### config.mk
export PLATFORM = sky130hd
export DESIGN_NAME = bus_interconnect
export DESIGN_NICKNAME = d
export VERILOG_FILES = /design/src/rtl/bus_interconnect.sv
export SDC_FILE = /design/constraint.sdc
export NUM_CORES = 1
export LEC_CHECK = 0
export BUFFER_PORTS_ARGS = -buffer_cell sky130_fd_sc_hd__buf_2
export CORE_AREA = 2 2 119 121
export DETAILED_ROUTE_END_ITERATION = 16
export DIE_AREA = 0 0 121 123
export PLACE_DENSITY = 0.87
export SYNTH_ARGS = -nofsm -noshare
export SYNTH_HDL_FRONTEND = slang
export SYNTH_SLANG_ARGS = --single-unit
### constraint.sdc
create_clock -name clk -period 4.3 [get_ports clk]
set_input_delay 0.86 -clock clk [delete_from_list [all_inputs] [get_ports clk]]
set_output_delay 0.86 -clock clk [all_outputs]
set_load 0.02 [all_outputs]
### src/rtl/bus_interconnect.sv
// Single-master, N-slave memory-mapped interconnect with base/mask address decode.
// Each transaction is routed to one slave; unmapped, illegal and timed-out accesses end in an error response.
module bus_interconnect #(
  parameter int NUM_SLAVES = 4,
  parameter int ADDR_WIDTH = 32,
  parameter int DATA_WIDTH = 32,
  parameter logic [NUM_SLAVES*ADDR_WIDTH-1:0] SLAVE_BASE =
    {32'hA0000000, 32'h90000000, 32'h80000000, 32'h00000000},
  parameter logic [NUM_SLAVES*ADDR_WIDTH-1:0] SLAVE_MASK =
    {32'hF0000000, 32'hF0000000, 32'hF0000000, 32'h80000000},
  parameter int TIMEOUT_CYCLES = 255
) (
  input  logic                           clk,
  input  logic                           reset,
  input  logic                           read,
  input  logic                           write,
  input  logic [ADDR_WIDTH-1:0]          address,
  input  logic [DATA_WIDTH-1:0]          write_data,
  output logic [DATA_WIDTH-1:0]          read_data,
  output logic                           response,
  output logic                           error,
  output logic                           busy,
  output logic [NUM_SLAVES-1:0]          slave_read,
  output logic [NUM_SLAVES-1:0]          slave_write,
  output logic [ADDR_WIDTH-1:0]          slave_address,
  output logic [DATA_WIDTH-1:0]          slave_write_data,
  input  logic [NUM_SLAVES*DATA_WIDTH-1:0] slave_read_data,
  input  logic [NUM_SLAVES-1:0]          slave_response
);

  localparam int IDX_W = (NUM_SLAVES > 1) ? $clog2(NUM_SLAVES) : 1;
  localparam int CNT_W = $clog2(TIMEOUT_CYCLES + 1);

  typedef enum logic [1:0] {IDLE, ACCESS, RESPOND} state_t;

  state_t                r_state;
  state_t                w_next;
  logic                  r_is_write;
  logic [IDX_W-1:0]      r_sel;
  logic [ADDR_WIDTH-1:0] r_addr;
  logic [DATA_WIDTH-1:0] r_wdata;
  logic [DATA_WIDTH-1:0] r_rdata;
  logic                  r_err;
  logic [CNT_W-1:0]      r_cnt;

  logic                  w_hit;
  logic [IDX_W-1:0]      w_idx;
  logic                  w_req_one;
  logic                  w_req_both;
  logic                  w_sel_resp;
  logic [CNT_W-1:0]      w_cnt_nxt;
  logic                  w_timeout;
  logic [NUM_SLAVES-1:0] w_onehot;
  logic [DATA_WIDTH-1:0] w_slot_data [NUM_SLAVES];

  // Scan from the top index down so the lowest matching window is the one left standing.
  always_comb begin
    w_hit = 1'b0;
    w_idx = '0;
    for (int i = NUM_SLAVES - 1; i >= 0; i--) begin
      if ((address & SLAVE_MASK[i*ADDR_WIDTH +: ADDR_WIDTH]) ==
          SLAVE_BASE[i*ADDR_WIDTH +: ADDR_WIDTH]) begin
        w_hit = 1'b1;
        w_idx = IDX_W'(i);
      end
    end
  end

  always_comb begin
    for (int i = 0; i < NUM_SLAVES; i++) begin
      w_slot_data[i] = slave_read_data[i*DATA_WIDTH +: DATA_WIDTH];
    end
  end

  always_comb begin
    w_onehot        = '0;
    w_onehot[r_sel] = 1'b1;
  end

  assign w_req_one  = read ^ write;
  assign w_req_both = read & write;
  assign w_sel_resp = slave_response[r_sel];
  assign w_cnt_nxt  = r_cnt + 1'b1;
  assign w_timeout  = (w_cnt_nxt == CNT_W'(TIMEOUT_CYCLES));

  always_ff @(posedge clk or posedge reset) begin
    if (reset) r_state <= IDLE;
    else       r_state <= w_next;
  end

  always_comb begin
    w_next = r_state;
    case (r_state)
      IDLE: begin
        if (w_req_both)     w_next = RESPOND;
        else if (w_req_one) w_next = w_hit ? ACCESS : RESPOND;
      end
      ACCESS:  if (w_sel_resp || w_timeout) w_next = RESPOND;
      RESPOND: w_next = IDLE;
      default: w_next = IDLE;
    endcase
  end

  always_ff @(posedge clk or posedge reset) begin
    if (reset) begin
      r_is_write <= 1'b0;
      r_sel      <= '0;
      r_addr     <= '0;
      r_wdata    <= '0;
      r_rdata    <= '0;
      r_err      <= 1'b0;
      r_cnt      <= '0;
    end else begin
      case (r_state)
        IDLE: begin
          if (w_req_one) begin
            r_addr     <= address;
            r_wdata    <= write_data;
            r_is_write <= write;
            r_sel      <= w_idx;
            r_cnt      <= '0;
            r_rdata    <= '0;
            r_err      <= ~w_hit;
          end else if (w_req_both) begin
            r_rdata <= '0;
            r_err   <= 1'b1;
          end
        end
        ACCESS: begin
          // A real response wins over a timeout landing in the same cycle.
          if (w_sel_resp) begin
            r_rdata <= r_is_write ? '0 : w_slot_data[r_sel];
            r_err   <= 1'b0;
          end else if (w_timeout) begin
            r_rdata <= '0;
            r_err   <= 1'b1;
          end
          r_cnt <= w_cnt_nxt;
        end
        default: ;
      endcase
    end
  end

  assign response         = (r_state == RESPOND);
  assign read_data        = response ? r_rdata : '0;
  assign error            = response & r_err;
  assign busy             = (r_state != IDLE);
  assign slave_read       = (r_state == ACCESS && !r_is_write) ? w_onehot : '0;
  assign slave_write      = (r_state == ACCESS &&  r_is_write) ? w_onehot : '0;
  assign slave_address    = r_addr;
  assign slave_write_data = r_wdata;

endmodule

# Yosys cells after proc, flatten, opt, wreduce, memory -nomap -nowiden
# Cells that the tools add are included.
# Widths: inputs -> output; s select.
[word_totals] register_bits=110 in_bits=200 out_inout_bits=107 elab_cells=76
[op_classes] addsub=1 n_lt_le_gt_ge=3 eq_ne=10 n_mux=36 n_bitwise=5 reduce_logical=13
[ops] operator="$mux 32" n=8
[ops] operator="$bmux 32 s2" n=1
[ops] operator="$pmux 32 s2" n=1
[ops] operator="$logic_not 32->1" n=1
[ops] operator="$mux 2" n=8
[ops] operator="$pmux 8 s2" n=1
[ops] operator="$eq 4x4->1 const B" n=3
[ops] operator="$mux 1" n=10
[ops] operator="$add 8x1->8 const B" n=1
[ops] operator="$eq 8x8->1 const B" n=1
[ops] operator="$mux 4" n=2
[ops] operator="$mux 8" n=1
[ops] operator="$ne 3x3->1 const B" n=2
[ops] operator="$reduce_and 2->1" n=3
[ops] operator="$ne 2x2->1 const B" n=2
[ops] operator="$pmux 2 s2" n=1
[ops] operator="$reduce_bool 2->1" n=2
[ops] operator="$ge 3x3->1 const B" n=1
[ops] operator="$logic_and 1x1->1" n=3
[ops] operator="$lt 2x3->1 const B" n=1
[ops] operator="$not 2->3" n=1
[ops] operator="$reduce_and 3->1" n=1
[ops] operator="$and 1x1->1" n=2
[ops] operator="$bmux 1 s2" n=1
[ops] operator="other kinds (10)" n=10

# Depth between registers and ports, before layout
[depth] ltp_word=9 depth_mapped=8 depth_no_buf=7

# Least setup slack after synthesis
# No wires, ideal clock.
[synth_path] kind="register -> output" from="register r_state[1]" to="output slave_read[0]" arrival_ns=1.563 t_required_ns=3.440 setup_slack_ns=1.877 stages_incl_launch_ff=5 path_buffers=2 path_cell_list="dfrtp_1 -> nand2b_1 -> clkbuf_1 -> clkbuf_1 -> nor4_1"
[synth_via] elab_chain_cells=3
[synth_lines] item="from (decl)" line="36" rtl="state_t r_state;"
[synth_lines] item="from (signal assigned)" line="88" rtl="else r_state <= w_next;"
[synth_lines] item="$eq 2x1->1" line="149" rtl="assign slave_read = (r_state == ACCESS && !r_is_write) ? w_onehot : '0;"
[synth_lines] item="$logic_and 1x1->1" line="149"
[synth_lines] item="$mux 4" line="149"
[synth_lines] item="to (decl)" line="23" rtl="output logic [NUM_SLAVES-1:0] slave_read,"
# No other way between the ends.

# Worst setup path after layout
[layout_path] from="register r_state[1]" to="output error"
[layout_via] elab_chain_cells=2
[layout_lines] item="$eq 2x2->1" line="145" rtl="assign response = (r_state == RESPOND);"
[layout_lines] item="$and 1x1->1" line="147" rtl="assign error = response & r_err;"
[layout_lines] item="to (decl)" line="21" rtl="output logic error,"
# No other way between the ends.

==> summary.md <==
| Metric | Value |
|---|---|
| Status | finished, final reports clean |
| CP Max Fanout | 34 |
| Pleak | 4.03 nW |
| Antenna violation net count after detailed routing | 0 |
| Max stage delay on crit path | 0.86 ns |
| Wirelength per Cell | 16.4 µm |
| # diodes | 0 |
| Reg2Reg Depth | 4 |
| Yosys reg bits | 110 |
| Synth Flop Type | dfrtp_1 |
| Layout Nets | 1093 |
| Endpoint class of the critical path | output pin |
| Skew-Pair Late Insertion Delay | 0.35 ns |
| CTS resizes | 0 |
| Slowest-stage cell, CP | nor2b_2 |
| Commonest non-fill, non-tap cell in the layout | buf_2 |
| Post-CTS Setup Repair Bufs | 0 |
| Mapped Area | 5760 µm² |
| Starting Density | 42.3% |
| CP cell instances | nor2b_2 -> and2_1 -> buf_2 |
| Hold Path Cell Cnt | 2 |
| Final instance area | 7710 µm² |
| Synthesis-to-layout area growth | 33.8% |
| Vias per cell | 5.18 |
| CTS H-tree depth | 3 |
| Worst r2r src | r_sel[0] |
| Slew HR | 14.9% |
| Root buffer cell | clkbuf_16 |
| Largest net degree at the start of global routing | 70 |
| CTS Buffer Depth | 2 |
| Req. time, crit path | 3.44 ns |
| Hold_sp | slave_write_data[24] |
| TritonCTS Sinks | 110 |
| Area of the multi-input gates | 2800 µm² |
| CTS Hold Bufs | 0 |
| # setup viols final | 0 |
| Peak VDD IR | 0.419 mV |
| DRC viols | 0 |
| Post-DP Area | 7410 µm² |
| CORE AREA | 13600 µm² |
| Crit. path cell count | 3 |
| DRT iter0 DRCs | 348 |
| Flop2flop setup slack | 1.50 ns |
| TritonCTS clock tree | done |
| WL final | 17.7 mm |
| Hold endpoint | slave_write_data[24] |
| Max-slew violations | 0 |
| Die ar. | 14900 µm² |
| Grt total ovfl | 0 |
| Syn_nets | 811 |
| Fin Clk Skew | 0.00916 ns |
| Ys Warns | 0 |
| Gp weighted congestion | 0.872 |
| Mapped Cells | 607 |
| Site row count | 43 |
| Vert. Die Dim | 123 µm |
| Hold/Removal Path Class | register to register |
| Wire length of the first global-routing pass | 26.9 mm |
| Num CTS Buffers | 9 |
| Die X | 121 µm |
| Number of fillers in the final layout | 1188 |
| Via count | 5560 |
| Buf+Inv Stages, Crit Path | 1 |
| Crit-path leading delay family | simple AND/OR/NAND/NOR gates |
| Most frequent cells in the layout | 306 x buf_2, 207 x nand2_1, 109 x dfrtp_1, 39 x nand3_1, 37 x o21ai_0 |
| Total global-route track usage | 23.6% |
| Reported max-cap violation count | 0 |
| Max Freq | 0.337 GHz |
| Vias in the first global route | 5335 |
| I/O Pins | 307 |
| Initial antenna violation count | 0 |
| Post-synth ARST share | 100% |
| RSZ-0062 raised after global routing | false |
| Sequential cell area | 2750 µm² |
| DRT Pass-1 Iters | 4 |
| Clock Pin Slew Worst Setup and Hold Paths | 0.08 ns |
| Port buffer count | 306 |
| Fin. Hold Viols | 0 |
| Crit path time final | 2.97 ns |
| Sequential fraction of the synthesis area | 47.8% |
| Share of cells above drive strength 1 | 42.1% |
| Dpl hpwl | 13.3 mm |
| P per Cell Area | 639 nW/µm² |
| FF-to-FF End | r_rdata[0] |
| Setup TNS | 0 ns |
| Number of flops mapped to enable cells by yosys | 0 |
| Yosys cell types | 39 |
| Worst setup SP type | register |
| Worst-margin pin slew | 1.27 ns |
| Crit Path Class | register to output pin |
| Avg Inst Size Synth | 9.49 µm² |
| WP data arrival | 2.11 ns |
| Fin crit share | 69.0% |
sequential cells by signal, summed over array words and instances (netlist names):
name and flops:
r_rdata 32, slave_address 32, slave_write_data 32, r_cnt 8
r_sel 2, r_state 2, r_err 1, r_is_write 1
worst register-to-register path: cells and delay by family, from the launching register on:
kind             cells  cell delay, ns
multiplexers         1            0.66
AO/OA/AOI/OAI        2            0.36
flip-flops           1            0.62
AND/OR/NAND/NOR      1            1.08
worst max-delay path by stage:
| stage | startpoint | to | slack (ns) |
|---|---|---|---|
| floorplan | reset | r_cnt[0] | 0.54 |
| detailed placement | slave_response[0] | r_rdata[0] | 1.28 |
| global route | r_state[1] | error | 1.10 |
| finish | r_state[1] | error | 1.33 |
| CTS | r_state[1] | error | 1.33 |
| global placement | slave_response[3] | r_rdata[0] | 1.34 |
per-stage QoR:
stage	hold WS, ns	std cells	power (W)	setup WS, ns	utilization (%)
finish	0.473	1074	0.00492	1.33	56.6
floorplan	0.492	607	0.00330	0.538	-
global route	0.496	1074	0.00529	1.10	56.6
detailed placement	0.457	1058	0.00411	1.28	54.4
CTS	0.477	1074	0.00495	1.33	56.6
global placement	0.455	1058	0.00404	1.34	54.4
synthesized netlist by cell type (2+ instances only):
| cell type | n | area (µm²) |
|---|---|---|
| buf_2 | 7 | 35.0 |
| mux2i_1 | 2 | 20.0 |
| o21ai_0 | 37 | 185 |
| inv_1 | 8 | 30.0 |
| mux4_2 | 32 | 721 |
| nor2_1 | 11 | 41.3 |
| nor3b_1 | 2 | 15.0 |
| nand2b_1 | 4 | 25.0 |
| dfrtp_1 | 110 | 2750 |
| and2_1 | 34 | 213 |
| a22oi_1 | 32 | 240 |
| o31ai_1 | 2 | 15.0 |
| clkbuf_1 | 27 | 101 |
| o21ai_1 | 7 | 35.0 |
| nand3_1 | 39 | 195 |
| buf_1 | 6 | 22.5 |
| buf_6 | 3 | 33.8 |
| ha_1 | 4 | 50.1 |
| nand2_1 | 208 | 781 |
| nor2b_1 | 2 | 12.5 |
| xnor2_1 | 4 | 35.0 |
| nor3_1 | 6 | 30.0 |
| a21oi_1 | 4 | 20.0 |
logic make-up (layout without fill, tap and decap cells):
group                    Yosys count  in the layout  share of synthesized area (%)
multiplexers                      35             35                           13.1
XOR/XNOR                           5              5                          0.760
buffers and inverters             52            339                           4.00
AND/OR/NAND/NOR                  312            312                           23.7
flip-flops                       110            110                           47.8
adder cells (fa/ha/maj)            4              4                          0.869
AO/OA/AOI/OAI                     89             89                           9.84
per-layer routing:
metal,global-route usage (%),wire length [µm]
met1,28.3,6790
met4,8.72,472
met3,5.72,1460
met5,0,0
met2,41.3,8940
area by class of cell:
| class | count | share of cell area [%] |
|---|---|---|
| inverters | 8 | 0.422 |
| well taps | 180 | 2.92 |
| flip-flops and latches | 110 | 35.7 |
| clock inverters | 7 | 0.958 |
| repair buffers | 315 | 20.8 |
| clock buffers | 9 | 2.92 |
| multi-input cells | 445 | 36.3 |
report_power, final:
group          switching [W]  total (W)  internal, W
clock network       0.000419   0.000833     0.000414
logic                0.00147    0.00231     0.000838
registers           0.000315    0.00178      0.00146
total                0.00220    0.00492      0.00272
Power figures use the tool's default switching activity.
